**src/rtl/hazard_ctrl.sv**
```systemverilog
// Hazard controller for the five-stage RV32I pipeline: operand forwarding, load-use
// interlock, data-memory wait stalls and redirect bubbles. Define HAZARD_PERF_EN for perf counters.
module hazard_ctrl #(
  parameter int REDIRECT_BUBBLES = 1
) (
  input  logic        clk,
  input  logic        rst,
  input  logic [4:0]  RS1_D,
  input  logic [4:0]  RS2_D,
  input  logic [4:0]  RS1_E,
  input  logic [4:0]  RS2_E,
  input  logic [4:0]  RD_E,
  input  logic        RegWriteE,
  input  logic        LoadE,
  input  logic [4:0]  RD_M,
  input  logic        RegWriteM,
  input  logic        LoadM,
  input  logic        StoreM,
  input  logic [4:0]  RD_W,
  input  logic        RegWriteW,
  input  logic        RedirectE,
  input  logic        dmem_ack,
  output logic [1:0]  ForwardAEDec,
  output logic [1:0]  ForwardBEDec,
  output logic [1:0]  ForwardAE,
  output logic [1:0]  ForwardBE,
  output logic        StallF,
  output logic        StallD,
  output logic        FlushD,
  output logic        FlushE,
  output logic        StallM,
  output logic [31:0] stall_cnt,
  output logic [31:0] flush_cnt
);

  typedef enum logic [1:0] {RUN, MEM_WAIT, REDIRECT} state_t;

  // Counter holds the FlushD cycles still owed after the current one.
  localparam logic [1:0] BUBBLE_LOAD = 2'(REDIRECT_BUBBLES - 1);
  localparam state_t     AFTER_LOAD  = (BUBBLE_LOAD != 2'd0) ? REDIRECT : RUN;

  state_t     state_reg;
  logic       pending_reg;
  logic [1:0] bubble_reg;

  logic access;
  logic mem_wait;
  logic wait_ack;
  logic redirect_apply;
  logic redirect_run;
  logic lu;
  logic lu_stall;

  function automatic logic [1:0] fwd_exec(input logic [4:0] rs, input logic [4:0] rd_m,
                                          input logic rw_m, input logic [4:0] rd_w,
                                          input logic rw_w);
    if (rs != 5'd0 && rw_m && rs == rd_m)
      return 2'b10;
    else if (rs != 5'd0 && rw_w && rs == rd_w)
      return 2'b01;
    else
      return 2'b00;
  endfunction

  function automatic logic [1:0] fwd_dec(input logic [4:0] rs, input logic [4:0] rd_w,
                                         input logic rw_w);
    return (rs != 5'd0 && rw_w && rs == rd_w) ? 2'b01 : 2'b00;
  endfunction

  assign ForwardAE    = fwd_exec(RS1_E, RD_M, RegWriteM, RD_W, RegWriteW);
  assign ForwardBE    = fwd_exec(RS2_E, RD_M, RegWriteM, RD_W, RegWriteW);
  assign ForwardAEDec = fwd_dec(RS1_D, RD_W, RegWriteW);
  assign ForwardBEDec = fwd_dec(RS2_D, RD_W, RegWriteW);

  assign access         = LoadM | StoreM;
  assign mem_wait       = (state_reg == MEM_WAIT) || (state_reg == RUN && access && !dmem_ack);
  assign wait_ack       = (state_reg == MEM_WAIT) && dmem_ack;
  assign redirect_apply = wait_ack && (pending_reg || RedirectE);
  assign redirect_run   = (state_reg == RUN) && !mem_wait && RedirectE;
  assign lu             = LoadE && (RD_E != 5'd0) && (RD_E == RS1_D || RD_E == RS2_D);
  assign lu_stall       = lu && (state_reg == RUN) && !mem_wait && !RedirectE;

  // All controls are forced quiet while reset is held, regardless of inputs.
  assign StallF = rst && (mem_wait || lu_stall);
  assign StallD = rst && (mem_wait || lu_stall);
  assign StallM = rst && mem_wait;
  assign FlushD = rst && (redirect_run || (state_reg == REDIRECT) || redirect_apply);
  assign FlushE = rst && (redirect_run || (state_reg == REDIRECT && RedirectE) || lu_stall);

  always_ff @(posedge clk or negedge rst) begin
    if (!rst) begin
      state_reg   <= RUN;
      pending_reg <= 1'b0;
      bubble_reg  <= 2'd0;
    end else begin
      case (state_reg)
        RUN: begin
          if (access && !dmem_ack) begin
            state_reg   <= MEM_WAIT;
            pending_reg <= RedirectE;
          end else if (RedirectE) begin
            bubble_reg <= BUBBLE_LOAD;
            state_reg  <= AFTER_LOAD;
          end
        end
        MEM_WAIT: begin
          if (dmem_ack) begin
            pending_reg <= 1'b0;
            if (pending_reg || RedirectE) begin
              bubble_reg <= BUBBLE_LOAD;
              state_reg  <= AFTER_LOAD;
            end else begin
              state_reg <= RUN;
            end
          end else if (RedirectE) begin
            pending_reg <= 1'b1;
          end
        end
        REDIRECT: begin
          if (RedirectE) begin
            bubble_reg <= BUBBLE_LOAD;
            state_reg  <= AFTER_LOAD;
          end else begin
            bubble_reg <= bubble_reg - 2'd1;
            if (bubble_reg == 2'd1)
              state_reg <= RUN;
          end
        end
        default: state_reg <= RUN;
      endcase
    end
  end

`ifdef HAZARD_PERF_EN
  logic [31:0] stall_cnt_reg;
  logic [31:0] flush_cnt_reg;

  // Saturating event counters; they stop at all-ones rather than wrapping.
  always_ff @(posedge clk or negedge rst) begin
    if (!rst) begin
      stall_cnt_reg <= 32'd0;
      flush_cnt_reg <= 32'd0;
    end else begin
      if (StallD && stall_cnt_reg != 32'hFFFF_FFFF)
        stall_cnt_reg <= stall_cnt_reg + 32'd1;
      if (FlushE && flush_cnt_reg != 32'hFFFF_FFFF)
        flush_cnt_reg <= flush_cnt_reg + 32'd1;
    end
  end

  assign stall_cnt = stall_cnt_reg;
  assign flush_cnt = flush_cnt_reg;
`else
  assign stall_cnt = 32'd0;
  assign flush_cnt = 32'd0;
`endif

endmodule
```
**config.mk**
```make
export PLATFORM = sky130hd
export DESIGN_NAME = hazard_ctrl
export DESIGN_NICKNAME = d
export VERILOG_FILES = /design/src/rtl/hazard_ctrl.sv
export SDC_FILE = /design/constraint.sdc
export NUM_CORES = 1
export LEC_CHECK = 0
export ABC_AREA = 0
export CORE_ASPECT_RATIO = 1.4
export CORE_MARGIN = 5
export CORE_UTILIZATION = 33
export CTS_BUF_LIST = sky130_fd_sc_hd__clkbuf_8
export DETAILED_ROUTE_END_ITERATION = 10
export PLACE_DENSITY = 0.95
export SETUP_SLACK_MARGIN = 0.1
export SYNTH_ARGS = -nofsm -noshare
export SYNTH_HDL_FRONTEND = slang
export SYNTH_SLANG_ARGS = --single-unit
```
**constraint.sdc**
```tcl
create_clock -name clk -period 4.4 [get_ports clk]
set_input_delay 0.88 -clock clk [delete_from_list [all_inputs] [get_ports clk]]
set_output_delay 0.88 -clock clk [all_outputs]
set_load 0.005 [all_outputs]
```
==> results.sh, run 1 <==
export IMPL_status="completed"
export IMPL_use_met2_pct=22.64
export IMPL_skew_ps=0.5453
export IMPL_finalInstanceArea_mm2=0.001603
export IMPL_drt_pass1_iter_count=3
export IMPL_cts_tree="done"
export IMPL_critical_path_required_ps=3520
export IMPL_setup_viol=0
export IMPL_hold_depth=1
export IMPL_final_nets=264
export IMPL_min_period_ps=3773
export IMPL_p_per_area_mw_per_mm2=139.8
export IMPL_antenna_left=0
export IMPL_cp_arrival_ps=2890
export IMPL_placed_area_mm2=0.001562
export IMPL_max_vdd_ir_drop_v=0.0001007
export IMPL_cp_end_kind="output pin"
export IMPL_hold_buffers=0
export IMPL_ys_warn_count=0
export IMPL_synth_distinct_cells=26
export IMPL_via_per_inst=4.181
export IMPL_fin_util_pct=43.99
export IMPL_initial_core_util_pct=33.79
export IMPL_htree_levels=1
export IMPL_avgSynthCellArea_um2=7.553
export IMPL_cts_root_buf="clkbuf_8"
export IMPL_drt_initial_drc_count=21
export IMPL_ys_ff_latch=2
export IMPL_cts_buffers=3
export IMPL_gr_usage_all_layers_pct=11.32
export IMPL_antenna_found_initial=0
export IMPL_grt_overflow=0
export IMPL_dp_hpwl_mm=2.866
export IMPL_core_mm2=0.003643
export IMPL_leakage_nw=0.6770
export IMPL_route_detailed_drc=0
export IMPL_grt_first_pass_wirelength_mm=4.284
export IMPL_layout_commonest_cell="conb_1"
export IMPL_cts_sinks=2
export IMPL_fin_crit_sh_pct=85.74
export IMPL_io_pins=122
export IMPL_multi_input_area_um2=907.1
export IMPL_rows=26
export IMPL_rsz0062_at_grt="no"
export IMPL_dieHeight_um=82.27
export IMPL_design_die_area_mm2=0.005069
export IMPL_clk_latency_ps=210
export IMPL_path_max_fanout=3
export IMPL_start_kind="input port"
export IMPL_grt_util_met1_pct=9.167
export IMPL_clk_pin_slew_ps=30
export IMPL_grt_busiest_layer="met2"
export IMPL_wl_per_cell_um=12.13
export IMPL_hold_class="flop to flop"
export IMPL_fillers=376
export IMPL_post_cts_resized=0
export IMPL_regArea_um2=50.05
export IMPL_antenna_cells=0
export IMPL_mostFrequentLayoutCells="66 x conb_1, 54 x clkdlybuf4s50_1, 20 x xor2_1"
export IMPL_port_buffers=54
export IMPL_synth_area_mm2=0.001231
export IMPL_drive_gt1_share_pct=5.530
export IMPL_die_width_um=61.62
export IMPL_synthToLayoutAreaGrowth_pct=30.18
export IMPL_cap_violations=0
export IMPL_wl_mm=3.142
export IMPL_cts_setup_buffers=0
export IMPL_fmax_ghz=0.2651
export IMPL_gp_congestion=0.7519
export IMPL_crit_type="input port to output pin"
export IMPL_synthCells=163
export IMPL_seq_area_frac_synth_pct=4.065
export IMPL_clockBufferDepth=2
export IMPL_rr_worst_depth=3
export IMPL_slew_violations=0
export IMPL_dr_total_vias=1083
export IMPL_tns_ps=0
export IMPL_grt_start_max_net_pins=7
export IMPL_grtUsageMet3_pct=5.132
export IMPL_first_global_vias=1021
export IMPL_hold_viol=0
cells in the mapped netlist:
cell      count  share of area, %
buf_4        67                41
xor2_1       20                14
xnor2_1      18                13
nor3_1        9               3.7
nor2_1        7               2.1
a21oi_1       5               2.0
nand2_1       4               1.2
nand4_1       4               2.0
nor4_2        4               4.1
inv_1         3              0.91
nand3_1       3               1.2
dfrtp_1       2               4.1
nor2_4        2               1.8
nor4_1        2               1.0
or4_4         2               1.8
a22oi_1       1              0.61
clkbuf_1      1              0.30
conb_1        1              0.30
nand2b_1      1              0.51
o211ai_1      1              0.61
o21a_1        1              0.61
o21ai_0       1              0.41
o21ba_2       1              0.81
o31ai_1       1              0.61
o41ai_1       1              0.71
or4_1         1              0.61
worst max-delay path, cell delays in order:
cell	delay, ps
clkdlybuf4s50_1	480
or4_4	570
nor2_4	120
nor4_2	60
nor4_2	230
clkdlybuf4s50_1	540
report_power, final:
group | internal [W] | switching (W)
Clock | 0.0000578 | 0.0000138
Sequential | 0.0000205 | 0.00000187
Combinational | 0.0000680 | 0.0000622
path summary, 6_finish.rpt:
check,start,end,slack (ps)
setup reg to reg,pending_reg,pending_reg,3520
setup / recovery,RS2_E[1],ForwardBE[0],630
max in group asynchronous,rst,state_reg[0],3320
hold reg to reg,state_reg[0],pending_reg,570
min in group asynchronous,rst,pending_reg,890
hold / removal,state_reg[0],pending_reg,570
per-layer routing:
layer / share of wire (%) / wire (um)
met1: 28 / 879
met4: 0.60 / 19
met5: 0 / 0
met3: 18 / 581
met2: 53 / 1661
kinds of logic (layout without fill, tap and decap cells):
group           after synthesis  in the layout  synth area share [%]
xor+xnor                     38             38                 27.03
compound gates               12             12                 6.403
flops                         2              2                 4.065
other cells                   1             66                0.3046
simple gates                 39             39                 20.12
buf+inv                      71             60                 42.07
through the flow:
step | hold WS (ps) | setup slack, ps | total power (W) | std cells
finish | 572.1 | 627.3 | 0.0002241 | 259
global placement | 541.6 | 638.0 | 0.0001477 | 256
floorplan | 520.7 | 1592 | 0.0001239 | 228
global route | 612.1 | 419.9 | 0.0002440 | 259
CTS | 562.0 | 591.2 | 0.0002264 | 259
detailed placement | 554.9 | 608.5 | 0.0001509 | 256
layout make-up:
class,count,area share (%)
sequential,2,3.123
multi-input combinational,155,56.60
timing repair buffer,54,33.72
inverter,3,0.7026
clock buffer,3,2.576
tap,42,3.279
Note: power is estimated with default switching activity, not from simulation.
==> run 2: changes to the inputs <==
--- a/config.mk
+++ b/config.mk
@@ -6,6 +6,7 @@
 export NUM_CORES = 1
 export LEC_CHECK = 0
 export ABC_AREA = 0
+export CAP_MARGIN = 20
 export CORE_ASPECT_RATIO = 1.4
 export CORE_MARGIN = 5
 export CORE_UTILIZATION = 33
==> results of run 2 <==
The final DEF is identical to that of run 1; final timing and power are the same.
==> run 3: changes to the inputs <==
--- a/config.mk
+++ b/config.mk
@@ -12,6 +12,7 @@
 export CORE_UTILIZATION = 33
 export CTS_BUF_LIST = sky130_fd_sc_hd__clkbuf_8
 export DETAILED_ROUTE_END_ITERATION = 10
+export HOLD_SLACK_MARGIN = 0.15
 export PLACE_DENSITY = 0.95
 export SETUP_SLACK_MARGIN = 0.1
 export SYNTH_ARGS = -nofsm -noshare
==> results of run 3 <==
The final DEF is identical to that of run 1; final timing and power are the same.
